### src/rtl/bus_ctrl_pkg.sv
// Shared definitions for the bus transfer controller: default sizing,
// controller state encoding and the request field layout.
package bus_ctrl_pkg;

  localparam int NREG_DEF = 8;
  localparam int SELW_DEF = 3;
  // Register-select fields are carried zero-extended to this width.
  localparam int SELW_MAX = 8;

  typedef enum logic [2:0] {
    ST_IDLE   = 3'd0,
    ST_DRIVE  = 3'd1,
    ST_LATCH  = 3'd2,
    ST_CLEAR  = 3'd3,
    ST_REJECT = 3'd4
  } state_t;

  typedef struct packed {
    logic                id;
    logic                clr;
    logic [SELW_MAX-1:0] src;
    logic [SELW_MAX-1:0] dst;
  } req_t;

  // A request is illegal if it names a register that does not exist, or if
  // a copy would read and write the same register.
  function automatic logic req_legal(input req_t r, input int nreg);
    logic ok;
    ok = 1'b1;
    if (int'(r.dst) >= nreg) ok = 1'b0;
    if (!r.clr && ((int'(r.src) >= nreg) || (r.src == r.dst))) ok = 1'b0;
    return ok;
  endfunction

endpackage

### src/rtl/rr_arb2.sv
// Two-way round-robin arbiter. The grant is combinational from valid; the
// priority pointer only moves when the owner actually accepts the grant.
module rr_arb2 (
  input  logic       clk,
  input  logic       rst,
  input  logic [1:0] valid,
  input  logic       accept,
  output logic [1:0] grant,
  output logic       last_grant
);

  // Pick the single requester, or the one not served last on contention.
  always_comb begin
    grant = 2'b00;
    case (valid)
      2'b01:   grant = 2'b01;
      2'b10:   grant = 2'b10;
      2'b11:   grant = last_grant ? 2'b01 : 2'b10;
      default: grant = 2'b00;
    endcase
  end

  // Remember who was served; starts at 1 so requester 0 wins first.
  always_ff @(posedge clk or posedge rst) begin
    if (rst)         last_grant <= 1'b1;
    else if (accept) last_grant <= grant[1];
  end

endmodule

### src/rtl/bus_xfer_ctrl.sv
// Sequences register-to-register transfers over the shared tri-state bus.
// Only one register ever drives the bus; all strobes decode from registered
// state so requester inputs never reach the strobes combinationally.
module bus_xfer_ctrl
  import bus_ctrl_pkg::*;
#(
  parameter int NREG = NREG_DEF,
  parameter int SELW = SELW_DEF
) (
  input  logic            clk,
  input  logic            rst,
  input  logic            req0_valid,
  input  logic [SELW-1:0] req0_src,
  input  logic [SELW-1:0] req0_dst,
  input  logic            req0_clr,
  output logic            req0_ready,
  input  logic            req1_valid,
  input  logic [SELW-1:0] req1_src,
  input  logic [SELW-1:0] req1_dst,
  input  logic            req1_clr,
  output logic            req1_ready,
  output logic [NREG-1:0] rd_en,
  output logic [NREG-1:0] wr_en,
  output logic [NREG-1:0] clr_en,
  output logic [NREG-1:0] reg_en,
  output logic            busy,
  output logic            done,
  output logic            done_id,
  output logic            err
);

  state_t          state, state_nx;
  logic [1:0]      valid, grant;
  logic            last_grant, accept;
  req_t            req_sel;
  logic            cap_id, cap_clr;
  logic [SELW-1:0] cap_src, cap_dst;
  logic [NREG-1:0] src_oh, dst_oh;

  assign valid = {req1_valid, req0_valid};

  rr_arb2 u_arb (
    .clk        (clk),
    .rst        (rst),
    .valid      (valid),
    .accept     (accept),
    .grant      (grant),
    .last_grant (last_grant)
  );

  assign accept     = (state == ST_IDLE) && (|grant);
  assign req0_ready = (state == ST_IDLE) && grant[0];
  assign req1_ready = (state == ST_IDLE) && grant[1];

  // Mux the winning requester's fields into the common request layout.
  always_comb begin
    req_sel.id  = grant[1];
    req_sel.clr = req0_clr;
    req_sel.src = SELW_MAX'(req0_src);
    req_sel.dst = SELW_MAX'(req0_dst);
    if (grant[1]) begin
      req_sel.clr = req1_clr;
      req_sel.src = SELW_MAX'(req1_src);
      req_sel.dst = SELW_MAX'(req1_dst);
    end
  end

  // Control state: FSM state and the owner of the transfer in flight.
  always_ff @(posedge clk or posedge rst) begin
    if (rst) begin
      state  <= ST_IDLE;
      cap_id <= 1'b0;
    end else begin
      state <= state_nx;
      if (accept) cap_id <= req_sel.id;
    end
  end

  // Request fields are sampled only on accept; they only matter while busy.
  always_ff @(posedge clk) begin
    if (accept) begin
      cap_clr <= req_sel.clr;
      cap_src <= req_sel.src[SELW-1:0];
      cap_dst <= req_sel.dst[SELW-1:0];
    end
  end

  // One-hot decode of the captured register selects.
  always_comb begin
    src_oh = '0;
    dst_oh = '0;
    for (int i = 0; i < NREG; i++) begin
      src_oh[i] = (cap_src == SELW'(i));
      dst_oh[i] = (cap_dst == SELW'(i));
    end
  end

  // Next state and strobes; the bus is driven a cycle before it is latched.
  always_comb begin
    state_nx = state;
    rd_en    = '0;
    wr_en    = '0;
    clr_en   = '0;
    done     = 1'b0;
    err      = 1'b0;
    case (state)
      ST_IDLE: begin
        if (accept) begin
          if (!req_legal(req_sel, NREG)) state_nx = ST_REJECT;
          else if (req_sel.clr)          state_nx = ST_CLEAR;
          else                           state_nx = ST_DRIVE;
        end
      end
      ST_DRIVE: begin
        rd_en    = src_oh;
        state_nx = ST_LATCH;
      end
      ST_LATCH: begin
        rd_en    = src_oh;
        wr_en    = dst_oh;
        done     = 1'b1;
        state_nx = ST_IDLE;
      end
      ST_CLEAR: begin
        clr_en   = dst_oh;
        done     = 1'b1;
        state_nx = ST_IDLE;
      end
      ST_REJECT: begin
        done     = 1'b1;
        err      = 1'b1;
        state_nx = ST_IDLE;
      end
      default: state_nx = ST_IDLE;
    endcase
  end

  assign reg_en  = rd_en | wr_en | clr_en;
  assign busy    = (state != ST_IDLE);
  assign done_id = cap_id;

endmodule
### config.mk
export PLATFORM = sky130hd
export DESIGN_NAME = bus_xfer_ctrl
export DESIGN_NICKNAME = d
export VERILOG_FILES = /design/src/rtl/bus_ctrl_pkg.sv /design/src/rtl/rr_arb2.sv /design/src/rtl/bus_xfer_ctrl.sv
export SDC_FILE = /design/constraint.sdc
export NUM_CORES = 1
export LEC_CHECK = 0
export ABC_AREA = 1
export ABC_CLOCK_PERIOD_IN_PS = 3900
export CORE_ASPECT_RATIO = 1.5
export CORE_UTILIZATION = 40
export DETAILED_ROUTE_END_ITERATION = 12
export HOLD_SLACK_MARGIN = 0.1
export PLACE_DENSITY = 0.83
export SYNTH_ARGS = -nofsm -noshare
export SYNTH_HDL_FRONTEND = slang
export SYNTH_SLANG_ARGS = --single-unit
### constraint.sdc
create_clock -name clk -period 3.9 [get_ports clk]
set_clock_uncertainty 0.15 [all_clocks]
set_input_delay 0.975 -clock clk [delete_from_list [all_inputs] [get_ports clk]]
set_output_delay 0.975 -clock clk [all_outputs]
set_load 0.01 [all_outputs]
==> run metrics, run 1 <==
status finished, final reports clean; Slew @ Worst Pin roughly 220 ps; Core Box Area between 2000 and 2500 um2; Layout Nets between 200 and 250; number of global-route vias before repair 1201; DR vias ~1200; # H-tree levels 1; number of buffers created by CTS 3; syn nets roughly 190; Gate Count Post-Synth ~170; Fin Setup TNS 0 ps; number of vias per cell 4.86; global router's overall resource usage 0.219; post-synthesis compound-gate area fraction 0.0609; most used cell, CP clkdlybuf4s50_1; Worst Setup End Kind output pin; R2R Path End state[2]; fillers 209; YS warnings 0; hold slack final approximately 320 ps; final antenna-violating net count 0; syn_area_per_cell roughly 6 um2; critical path class input pin to output pin; Mapped Area just over 1000 um2; R2R setup slack between 2000 and 2500 ps; setup violators final 0; Synth area leader edfxtp_1; unrepaired setup endpoints after global routing false; ANT cells 0; post-synthesis sequential area ratio 0.305; critical path required time around 2800 ps; worst hold path type flop to flop; Leakage between 0.0008 and 0.0009 uW; XOR/XNOR share of the synthesized area 0; area of the multi-input gates approximately 530 um2; clock-pin slew on the worst setup and hold paths ~60 ps; root buffer cell clkbuf_4; gpl congestion 0.889; Critical Path End req0_ready; die area between 2000 and 3000 um2; layout cells sized above 1 0.123; Sequential Area between 300 and 400 um2; Simple-Gate Fraction of Synth Area 0.463; HPWL Detailed 2280 um; largest net degree at the start of global routing 13; Max rail drop VDD between 300 and 400 uV; largest family of logic cells by synthesized area simple AND/OR/NAND/NOR gates; first-pass GRT wire length approximately 4600 um; Pins Over Slew Limit 0; CTS tree built; clock sinks 11; Post-Route WL ~2500 um; Setup crit start req0_valid; Fmax ~0.28 GHz; crit path launch type input pin; Synth area leaders edfxtp_1 18%, nand2_1 17%, inv_1 13%, nor2_1 12%, dfrtp_1 10%; num ports 56; Tot Pwr approximately 850 uW; Die Span X approximately 43 um; max incr delay on CP about 550 ps; Reg2Reg Depth 9; Max-slew headroom 0.852; Initial Util 0.435; WL/cell 10.1 um; clock latency on the worst-skew pair between 200 and 300 ps; crit-path max FO 5; Synth Area in Adders 0; Critical Path AT 2410 ps; Area Growth Syn to Fin 59.5%; FF+latch count, synth 11; Cell variety after synth 20; worst reg2reg startpoint u_arb.last_grant; total setup buffers inserted after CTS 0; Yosys top cell area share 0.179; DR iter-0 viols 29; PwrDens 533 nW/um2; cell row count 21; fin crit period 3530 ps; post-cts hold buffer count 0; Slowest-stage cell, CP clkdlybuf4s50_1; total gr overflow 0; Cell Chain, Critical Path clkdlybuf4s50_1, nor2_1, nor2_2, inv_2, a21oi_1, clkdlybuf4s50_1; mux contribution to synthesized area 0; Final Hold Fails 0; drt drc 0; initial antenna violation count 0; cts repair resizes 0; fin crit share 0.905; Worst path top cell family by delay buffers and inverters; WP buf/inv 3; drt pass-1 iters 5; Port Buf Inserts 55; die height 63.4 um; maxcap violations 0; CTS Buffer Depth 2; Critical Path Stages 6
cells by family after synthesis:
kind of cell           Yosys count
AOI/OAI and AO/OA               11
buffers and inverters           41
DFF                             11
and+or+nand+nor                105
cells in the final DEF, fill, tap and decap left out:
| cell | count |
|---|---|
| nand4_1 | 1 |
| nand3_1 | 7 |
| o31ai_1 | 1 |
| nand2_2 | 10 |
| dfstp_2 | 1 |
| clkbuf_1 | 1 |
| dfrtp_1 | 4 |
| nand2_1 | 45 |
| nand3b_1 | 4 |
| clkdlybuf4s50_1 | 55 |
| nor2_2 | 5 |
| inv_2 | 4 |
| inv_1 | 34 |
| edfxtp_1 | 6 |
| a21oi_1 | 2 |
| o21ai_0 | 3 |
| buf_4 | 3 |
| o21ai_2 | 1 |
| o21ai_1 | 4 |
| clkbuf_4 | 3 |
| nor2_4 | 1 |
| nor2_1 | 32 |
final cells by class:
class | count | area share
Clock buffer | 4 | 0.0164
Sequential cell | 11 | 0.191
Inverter | 38 | 0.0889
Multi-Input combinational cell | 116 | 0.328
Tap cell | 23 | 0.0179
Timing Repair Buffer | 58 | 0.357
worst min-delay path by stage:
stage	end	start	slack (ps)	cells after the start
3_3_place_gp	done_id	done_id	320	2
3_5_place_dp	u_arb.last_grant	u_arb.last_grant	320	2
2_1_floorplan	u_arb.last_grant	u_arb.last_grant	300	2
6_report	u_arb.last_grant	u_arb.last_grant	320	2
4_1_cts	u_arb.last_grant	u_arb.last_grant	330	2
5_1_grt	u_arb.last_grant	u_arb.last_grant	350	2
power by group:
| part | switching [uW] | leakage (uW) | internal (uW) |
|---|---|---|---|
| combinational | 313 | 0.000679 | 250 |
| sequential | 34.9 | 0.000119 | 181 |
| clock | 36.3 | 0.0000150 | 39.6 |
| total | 385 | 0.000813 | 470 |
synthesized netlist by cell type:
master    number
o21ai_1        4
nand2_1       45
buf_4          1
nand3b_1       4
inv_2          4
o21ai_0        3
buf_6          2
edfxtp_1       6
dfstp_2        1
nor2_1        32
dfrtp_1        4
o31ai_1        1
nor2_4         1
nand3_1        7
a21oi_1        2
nand2_2       10
o21ai_2        1
nor2_2         5
inv_1         34
nand4_1        1
flip-flops by register name, summed over array words and instances, names as in the netlist:
register,flops
state,3
cap_dst,3
cap_src,3
done_id,1
u_arb.last_grant,1
metal layers:
layer | wire (um) | vias to the layer above | share of wire | GRT usage
li1 | - | 616 | - | -
met1 | 763 | 524 | 0.30 | 0.199
met2 | 1470 | 62 | 0.58 | 0.428
met3 | 175 | 13 | 0.069 | 0.0287
met4 | 108 | 0 | 0.043 | 0.133
met5 | 0 | - | 0 | 0
worst register-to-register path: cells and delay by family (launching register included):
kind          cells  cell delay [ps]
buf+inv           1              190
simple gates      8              760
flops             1              550
metrics by stage:
stage | std cells | instance area, um2 | utilization | setup slack [ps]
finish | 250 | 1600 | 0.694 | 369
global route | 250 | 1600 | 0.694 | 263
CTS | 250 | 1600 | 0.694 | 362
detailed placement | 246 | 1580 | 0.682 | 375
global placement | 246 | 1580 | 0.682 | 390
floorplan | 168 | 1010 | - | 1030
No activity file was read; power rests on OpenSTA's default activity.
==> inputs of run 2 (changes only) <==
HOLD_SLACK_MARGIN = unset   (was 0.1)
PLACE_DENSITY = 0.8   (was 0.83)
REMOVE_ABC_BUFFERS = 1   (was unset)
SYNTH_HIERARCHICAL = 1   (was unset)
==> run 2 against run 1 <==
Against the previous run: sequential power rose by 7%; area after synthesis rose by 9.6%; core utilization fell by 3.6 points; largest power group unchanged.
==> run metrics, run 2 <==
Reg2Reg Depth 6; critical path required time ~2800 ps; initial antenna violation count 0; power share of the clock group 0.118; HPWL Detailed about 2200 um; Core Box Area between 2000 and 3000 um2; met1 Use GR 0.184; global router's overall resource usage 0.184; max incr delay on CP approximately 560 ps; Port Buf Inserts 55; YS warnings 6; WL/cell between 8 and 9 um; PwrDens about 530 nW/um2; ANT cells 0; drt drc 0; post-cts hold buffer count 0; Initial Util 0.416; gpl congestion between 0.8 and 0.9; GRT busiest layer met2; Cell Chain, Critical Path clkdlybuf4s50_1, a21boi_1, inv_1, nor2_1, clkdlybuf4s50_1; clock latency on the worst-skew pair 230 ps; hold slack final ~350 ps; worst hold path type flop to flop; crit-path max FO 2; Pins Over Slew Limit 0; Max-slew headroom 0.815; Worst Setup End Kind output pin; Area Growth Syn to Fin 57.9%; logic gate share of total power 0.635; cts repair resizes 0; clock sinks 11; most used cell, CP clkdlybuf4s50_1; count leader, synth nand2_1; Final Hold Fails 0; die height roughly 66 um; num ports 56; GR met3 Demand/Resource 0.0246; die area a little under 3000 um2; Slew @ Worst Pin 275 ps; number of global-route vias before repair a little over 1000; crit path launch type input pin; Seq pwr share 0.247; Yosys top cell area share 0.163; layout cells sized above 1 0.191; DR iter-0 viols 14; Post-synth EDFFs 6; DR vias approximately 1200; Synth area leaders edfxtp_1 16%, nand2_1 16%, inv_1 11%, dfrtp_1 9.1%, nor2_1 7.8%; Critical Path AT between 2000 and 2500 ps; FF+latch count, synth 11; largest net degree at the start of global routing 14; final antenna-violating net count 0; fin crit period 3550 ps; fin crit share 0.911; CTS Buffer Depth 2; Net Sw Frac 0.446; most common cell after layout, fill and taps aside clkdlybuf4s50_1; drt pass-1 iters 3; critical path class input pin to output pin; prevailing post-synth register cell edfxtp_1; maxcap violations 0; leading cell types in the layout, fill and taps excluded 55 x clkdlybuf4s50_1, 48 x nand2_1, 32 x inv_1; Max rail drop VDD around 340 uV; FFs w/ async S/R, synth 0.455; met2 GRT Util 0.358; setup violators final 0; post-synthesis sequential area ratio 0.278; Hold Path Depth 2; cell row count 23; Fin Setup TNS 0 ps; Cell variety after synth 27; Post-Route WL around 2400 um; Layout Nets ~250; net switching power figure 413 uW; Die Span X about 45 um; R2R setup slack roughly 2100 ps; Fmax 0.282 GHz; number of vias per cell 4.44; # H-tree levels 1; syn_area_per_cell between 6 and 7 um2; Mapped Area between 1000 and 1500 um2; number of buffers created by CTS 3; internal power between 500 and 600 uW; clock-pin slew on the worst setup and hold paths 50 ps; Slowest-stage cell, CP clkdlybuf4s50_1; CTS tree built; status finished, final reports clean; first-pass GRT wire length 4100 um; Synth area leader edfxtp_1; Gate Count Post-Synth 176; total setup buffers inserted after CTS 0; Leakage slightly above 0.0008 uW; Final Util 0.657; unrepaired setup endpoints after global routing false; root buffer cell clkbuf_8; top cells by count, synth 48 x nand2_1, 32 x inv_1, 23 x nor2_1, 11 x inv_2, 11 x nor2_2; biggest regs cap_dst (3), cap_src (3), state (3); total gr overflow 0
## run 2: cell types whose count changed in the layout (fill, tap and decap cells not counted), sizes merged, moves of 2 or more
cell    previous run  this run
nor3               0        11
inv               38        43
nand3b             4         1
nor2              38        35
nand3              7         5
## run 2: layout make-up
class | count | area (um2)
Fill cell | 249 | 907
Multi-Input combinational cell | 120 | 616
Timing Repair Buffer | 57 | 566
Sequential cell | 11 | 307
Inverter | 43 | 161
Tap cell | 37 | 46.3
Clock buffer | 4 | 45.0
## run 2: worst max-delay path, delay by kind of cell
family          cells  cell delay [ps]
compound gates      1              200
buf+inv             3             1090
simple gates        1              160
## run 2: path summary, 6_finish.rpt
| path | start | to |
|---|---|---|
| max | req0_valid | req0_ready |
| min in group asynchronous | rst | done_id |
| min | u_arb/last_grant | u_arb/last_grant |
| max reg2reg | u_arb/last_grant | cap_src[1] |
| max in group asynchronous | rst | state[0] |
| min reg2reg | u_arb/last_grant | u_arb/last_grant |
## run 2: metrics by stage
step	power (uW)	cell area, um2	instances	setup WS, ps
4_1_cts	933	1740	272	338
3_3_place_gp	812	1700	268	333
6_report	926	1740	272	348
2_1_floorplan	574	1080	174	1000
3_5_place_dp	824	1700	268	349
5_1_grt	1000	1740	272	248
## run 2: power by group through the flow
stage	logic, uW	clock network (uW)	registers, uW
2_1_floorplan	352	0	221
3_3_place_gp	586	0	226
3_5_place_dp	594	0	230
4_1_cts	595	110	228
5_1_grt	648	119	234
6_report	588	109	229
## run 2: cell families after synthesis
group                  share of synthesized area
AOI/OAI and AO/OA                         0.0636
buffers and inverters                      0.163
DFF                                        0.278
and+or+nand+nor                            0.495
## run 2: routing by layer
metal  vias to the layer above  wire [um]
li1                        641          -
met1                       525        934
met2                        38       1390
met3                         3         83
met4                         0         21
met5                         -          0
